==> config.mk <==
export PLATFORM = sky130hd
export DESIGN_NAME = vga_framebuffer_scanout
export DESIGN_NICKNAME = d
export VERILOG_FILES = /design/src/rtl/vga_framebuffer_scanout.sv
export SDC_FILE = /design/constraint.sdc
export NUM_CORES = 1
export LEC_CHECK = 0
export ABC_AREA = 1
export ABC_CLOCK_PERIOD_IN_PS = 2420
export BUFFER_PORTS_ARGS = -buffer_cell sky130_fd_sc_hd__buf_4
export CORE_MARGIN = 10
export CORE_UTILIZATION = 40
export DETAILED_ROUTE_END_ITERATION = 10
export PLACE_DENSITY = 0.65
export SKIP_CTS_REPAIR_TIMING = 1
export SLEW_MARGIN = 5
export SYNTH_ARGS = -nofsm -noshare
export SYNTH_HDL_FRONTEND = slang
export SYNTH_SLANG_ARGS = --single-unit
==> constraint.sdc <==
create_clock -name clock -period 2.42 [get_ports clock]
set_input_delay 0.484 -clock clock [delete_from_list [all_inputs] [get_ports clock]]
set_output_delay 0.484 -clock clock [all_outputs]
set_load 0.01 [all_outputs]
==> src/rtl/vga_framebuffer_scanout.sv <==
`default_nettype none
// ============================================================================
// Module      : vga_framebuffer_scanout
// Description : Continuously reads a 160x120 pixel framebuffer through a
//               synchronous RAM port with one clock of read latency. The
//               block produces 640x480@60 VGA timing from CLOCK_50 using a
//               divide-by-2 pixel enable, and scales each framebuffer pixel
//               4x4 onto the screen.
// Ports       : clock        system clock (CLOCK_50)
//               resetn       asynchronous active-low reset
//               rd_addr      framebuffer read address, y*160+x (0 in blanking)
//               rd_data      RAM word {R,G,B}, valid 1 clock after rd_addr
//               frame_start  one-clock pulse while the (0,0) word is on rd_data
//               VGA_CLK      25 MHz pixel clock to the DAC
//               VGA_HS/VS    active-low syncs
//               VGA_BLANK    high in the visible region
//               VGA_SYNC     constant 1
//               VGA_R/G/B    10-bit DAC colour channels
// Revision    : 1.0 - initial release
// ============================================================================
module vga_framebuffer_scanout #(
    parameter int BITS_PER_COLOUR_CHANNEL = 1,
    parameter int H_VISIBLE               = 640,
    parameter int H_SYNC_START            = 656,
    parameter int H_SYNC_END              = 752,
    parameter int H_TOTAL                 = 800,
    parameter int V_VISIBLE               = 480,
    parameter int V_SYNC_START            = 490,
    parameter int V_SYNC_END              = 492,
    parameter int V_TOTAL                 = 525
) (
    input  logic                                   clock,
    input  logic                                   resetn,
    output logic [14:0]                            rd_addr,
    input  logic [3*BITS_PER_COLOUR_CHANNEL-1:0]   rd_data,
    output logic                                   frame_start,
    output logic                                   VGA_CLK,
    output logic                                   VGA_HS,
    output logic                                   VGA_VS,
    output logic                                   VGA_BLANK,
    output logic                                   VGA_SYNC,
    output logic [9:0]                             VGA_R,
    output logic [9:0]                             VGA_G,
    output logic [9:0]                             VGA_B
);

    localparam int B = BITS_PER_COLOUR_CHANNEL;

    // Counter-width copies of the timing parameters keep comparisons width-clean.
    localparam logic [9:0] H_VIS_C   = 10'(H_VISIBLE);
    localparam logic [9:0] H_SS_C    = 10'(H_SYNC_START);
    localparam logic [9:0] H_SE_C    = 10'(H_SYNC_END);
    localparam logic [9:0] H_LAST_C  = 10'(H_TOTAL - 1);
    localparam logic [9:0] V_VIS_C   = 10'(V_VISIBLE);
    localparam logic [9:0] V_SS_C    = 10'(V_SYNC_START);
    localparam logic [9:0] V_SE_C    = 10'(V_SYNC_END);
    localparam logic [9:0] V_LAST_C  = 10'(V_TOTAL - 1);

    // Channel tiling: replicate the channel enough times to cover 10 bits and
    // keep the top 10, which yields MSB-first repetition for any width.
    localparam int REPS  = (10 + B - 1) / B;
    localparam int REP_W = REPS * B;

    function automatic logic [9:0] tile(input logic [B-1:0] ch);
        logic [REP_W-1:0] rep;
        rep  = {REPS{ch}};
        return rep[REP_W-1 -: 10];
    endfunction

    // ------------------------------------------------------------------
    // State
    // ------------------------------------------------------------------
    logic       phase_q, phase_d;
    logic [9:0] h_q, h_d;
    logic [9:0] v_q, v_d;
    logic       hs_q, hs_d;
    logic       vs_q, vs_d;
    logic       blank_q, blank_d;
    logic [9:0] r_q, r_d;
    logic [9:0] g_q, g_d;
    logic [9:0] b_q, b_d;

    logic        pix_en;
    logic        visible;
    logic [7:0]  x;
    logic [6:0]  y;
    logic [14:0] addr_full;

    assign pix_en  = phase_q;
    assign visible = (h_q < H_VIS_C) && (v_q < V_VIS_C);
    assign x       = h_q[9:2];
    assign y       = v_q[8:2];

    // y*160 + x as two shifts and an add; clamped so blanking never
    // addresses past the end of the 19200-word memory.
    assign addr_full = ({8'd0, y} << 7) + ({8'd0, y} << 5) + {7'd0, x};
    assign rd_addr   = visible ? addr_full : 15'd0;

    // The pix_en cycle with (0,0) loaded is the one where word 0 is on rd_data.
    assign frame_start = pix_en && (h_q == 10'd0) && (v_q == 10'd0);

    // Pixel clock rises one clock after each output update.
    assign VGA_CLK   = phase_q;
    assign VGA_SYNC  = 1'b1;
    assign VGA_HS    = hs_q;
    assign VGA_VS    = vs_q;
    assign VGA_BLANK = blank_q;
    assign VGA_R     = r_q;
    assign VGA_G     = g_q;
    assign VGA_B     = b_q;

    // ------------------------------------------------------------------
    // Next-state: counters advance and outputs capture on the same
    // pix_en edge, both from the (h,v) that addressed the current rd_data.
    // ------------------------------------------------------------------
    always_comb begin
        phase_d = ~phase_q;
        h_d     = h_q;
        v_d     = v_q;
        hs_d    = hs_q;
        vs_d    = vs_q;
        blank_d = blank_q;
        r_d     = r_q;
        g_d     = g_q;
        b_d     = b_q;

        if (pix_en) begin
            if (h_q == H_LAST_C) begin
                h_d = 10'd0;
                v_d = (v_q == V_LAST_C) ? 10'd0 : v_q + 10'd1;
            end else begin
                h_d = h_q + 10'd1;
            end

            hs_d    = !((h_q >= H_SS_C) && (h_q < H_SE_C));
            vs_d    = !((v_q >= V_SS_C) && (v_q < V_SE_C));
            blank_d = visible;

            if (visible) begin
                r_d = tile(rd_data[3*B-1 -: B]);
                g_d = tile(rd_data[2*B-1 -: B]);
                b_d = tile(rd_data[B-1:0]);
            end else begin
                r_d = 10'd0;
                g_d = 10'd0;
                b_d = 10'd0;
            end
        end
    end

    always_ff @(posedge clock or negedge resetn) begin
        if (!resetn) begin
            phase_q <= 1'b0;
            h_q     <= 10'd0;
            v_q     <= 10'd0;
            hs_q    <= 1'b1;
            vs_q    <= 1'b1;
            blank_q <= 1'b0;
            r_q     <= 10'd0;
            g_q     <= 10'd0;
            b_q     <= 10'd0;
        end else begin
            phase_q <= phase_d;
            h_q     <= h_d;
            v_q     <= v_d;
            hs_q    <= hs_d;
            vs_q    <= vs_d;
            blank_q <= blank_d;
            r_q     <= r_d;
            g_q     <= g_d;
            b_q     <= b_d;
        end
    end

endmodule
`default_nettype wire

==> flow_summary.yaml <==
outcome:
  outcome: "complete, but fails checks"
  violations: "negative setup slack"
die:
  fp.dieW_um: 94.60
  io_pins: 56
  coreArea_mm2: 0.005439
  dieArea_mm2: 0.008948
  rows: 27
  start_util_pct: 40.92
  fp.dieH_um: 94.60
clocking:
  clk_latency_ps: 290
  clockBufferDepth: 2
  cts_sinks: 27
  cts_htree_levels: 1
  tritoncts: "built"
  cts_made_buffers: 3
  clk_pin_slew_ps: 100
  clockRootBuffer: "clkbuf_8"
route:
  vias: 2057
  drc: 0
  vias_per_cell: 4.829
  totalWireLength_um: 5738
  post_drt_wl_per_cell_um: 13.47
  ant_nets: 0
  first_pass_iters: 4
  drt_iter0_markers: 103
layout:
  fill_cells: 544
  layout.nets: 379
  layout-drive-gt1-share_pct: 37.01
  regArea_um2: 678.2
  area_growth_syn_to_layout_pct: 28.11
  multi_input_area_mm2: 0.001271
  antenna_cells: 0
logic_synthesis:
  synthFlopType: "dfrtp_1"
  yosys-top-cells-area: "dfrtp_1 28%, nand2_1 10%, buf_4 9.8%, ha_1 9.6%, inv_1 6.2%"
  synth_cell_type_count: 34
  async_reset_ff_share_pct: 100.0
  synth_edf_count: 0
  synthCells: 302
  synth_area_mm2: 0.002226
  syn_area_per_cell_um2: 7.370
  synth_top_area_share_pct: 28.11
  ys_ff_latch: 27
  ys_warn_count: 0
  yosysMostFrequentCell: "nand2_1"
  synth_common_cells: "62 x nand2_1, 37 x inv_1, 34 x nor2_1"
  ys_seq_area_share_pct: 30.47
  synth_top_area_cell: "dfrtp_1"
  syn_nets: 326
place:
  dp_slack_ps: -31.47
  port_buffers: 54
  place_congestion: 0.9541
  dpl.hpwl_um: 4284
pwr:
  power.leakage_uw: 0.001502
  power.density_mw_per_mm2: 283.4
  vdd_ir_drop_max_mv: 0.1694
  power.total_uw: 808.0
sta:
  layout_setup_ws_ps: -340.2
  period_needed_ps: 2760
  post-route-period-util_pct: 114.1
  finalSetupViolations: 8
  rsz0062_at_grt: "yes"
  fmax_ghz: 0.3623
  maxSlewViolCount: 0
  hold_viol_final: 0
  fin_skew_ps: 8.404
  hold_ws_ps: 94.41
setup_path:
  worstPathRequired_ps: 1940
  rrSetupSlack_ps: 820
  crit_path_start_kind: "flip-flop"
  critPathMaxFanout: 3
  worst-setup-path-type: "flip-flop to primary output"
  crit_arrival_ps: 2280
  crit_path_end_kind: "primary output"
global_route:
  grt_util_all_layers_pct: 12.23
  grt_max_degree: 28
  antenna_found_initial: 0
  grt_pass1_wl_um: 9087
  grt_pass1_vias: 1955
  grt.overflow.total: 0
hold_path:
  hold_class: "input pin to asynchronous set/reset pin"
run:
  cap_viol_max_count: 0
## layer usage
layer / part of all wire (%) / GRT usage (%)
met1: 45 / 15.03
met2: 48 / 20.65
met3: 6.2 / 2.776
met4: 0.96 / 3.990
met5: 0 / 0
## layout make-up
cell class              instances  area share [%]
well taps                      72           3.159
clock inverters                 1          0.2633
repair inverters                1          0.2194
inverters                      41           5.748
flip-flops and latches         27           23.78
clock buffers                   3           1.448
repair buffers                 79           20.80
multi-input cells             202           44.58
## sequential cells by signal, indices dropped and copies added (netlist names)
register / flops
VGA_G: 1
VGA_R: 1
VGA_BLANK: 1
VGA_VS: 1
v_q: 10
VGA_B: 1
VGA_CLK: 1
h_q: 10
VGA_HS: 1
## path summary, 6_finish.rpt
path                       startpoint          end  cells past startpoint
max                            v_q[2]  rd_addr[12]                     12
min                            resetn       h_q[3]                      1
max reg2reg                    v_q[5]     VGA_R[8]                      8
min reg2reg                 VGA_BLANK    VGA_BLANK                      2
max in group asynchronous      resetn       VGA_VS                      1
min in group clock         rd_data[1]     VGA_G[8]                      3
## cell usage in the layout, fill, tap and decap left out, types with 2 or more instances in the layout
cell / n
ha_2: 2
o21ai_1: 3
fa_2: 2
ha_4: 2
nand3_2: 2
nor2_2: 2
inv_2: 7
nor2_1: 32
nor2_4: 4
nor3_1: 3
clkbuf_8: 3
buf_4: 79
or2_2: 2
nor4_1: 2
o21ai_0: 12
nand4_1: 6
nand3_1: 24
a21oi_1: 7
dfstp_2: 2
o21ai_2: 4
inv_1: 32
dfrtp_1: 25
nand2_1: 54
nand3_4: 2
xor2_1: 3
xnor2_1: 2
nand2_2: 9
ha_1: 13
## report_power, final
group          internal, uW  leakage, uW  switching, uW
Sequential              453     0.000344           7.28
Combinational          35.4      0.00114           35.8
Clock                   117    0.0000217            159
## worst max-delay path, cell delays in order (launching register included)
cell and delay, ps:
dfrtp_1 390, inv_2 60, fa_2 500, fa_2 400, inv_2 70, nand3_2 60
nand2_2 100, nand2_2 60, nand2_2 60, nand2_2 50, nand2_1 60, nor2_1 40
buf_4 130
## stage by stage
step                      utilization, %  TNS (ps)  std cells  area, um^2
after CTS                          48.91     -2209        415        2660
final                              52.43     -2018        426        2851
after floorplan                        -         0        302        2238
after global routing               52.43     -2980        426        2851
after detailed placement           48.01    -77.37        411        2611
after global placement             48.01         0        411        2611
## logic make-up (layout without fill, tap and decap cells)
| logic type | count (synthesis) | after routing | share of synthesized area, % |
|---|---|---|---|
| and+or+nand+nor | 145 | 146 | 30.35 |
| xor gates and xnor gates | 5 | 5 | 1.968 |
| other | 1 | 1 | 0.1685 |
| buffers and inverters | 74 | 125 | 17.76 |
| DFF | 27 | 27 | 30.47 |
| adders and majority gates | 19 | 19 | 11.35 |
| AOI/OAI and AO/OA | 31 | 31 | 7.926 |
Power figures use the tool's default switching activity.
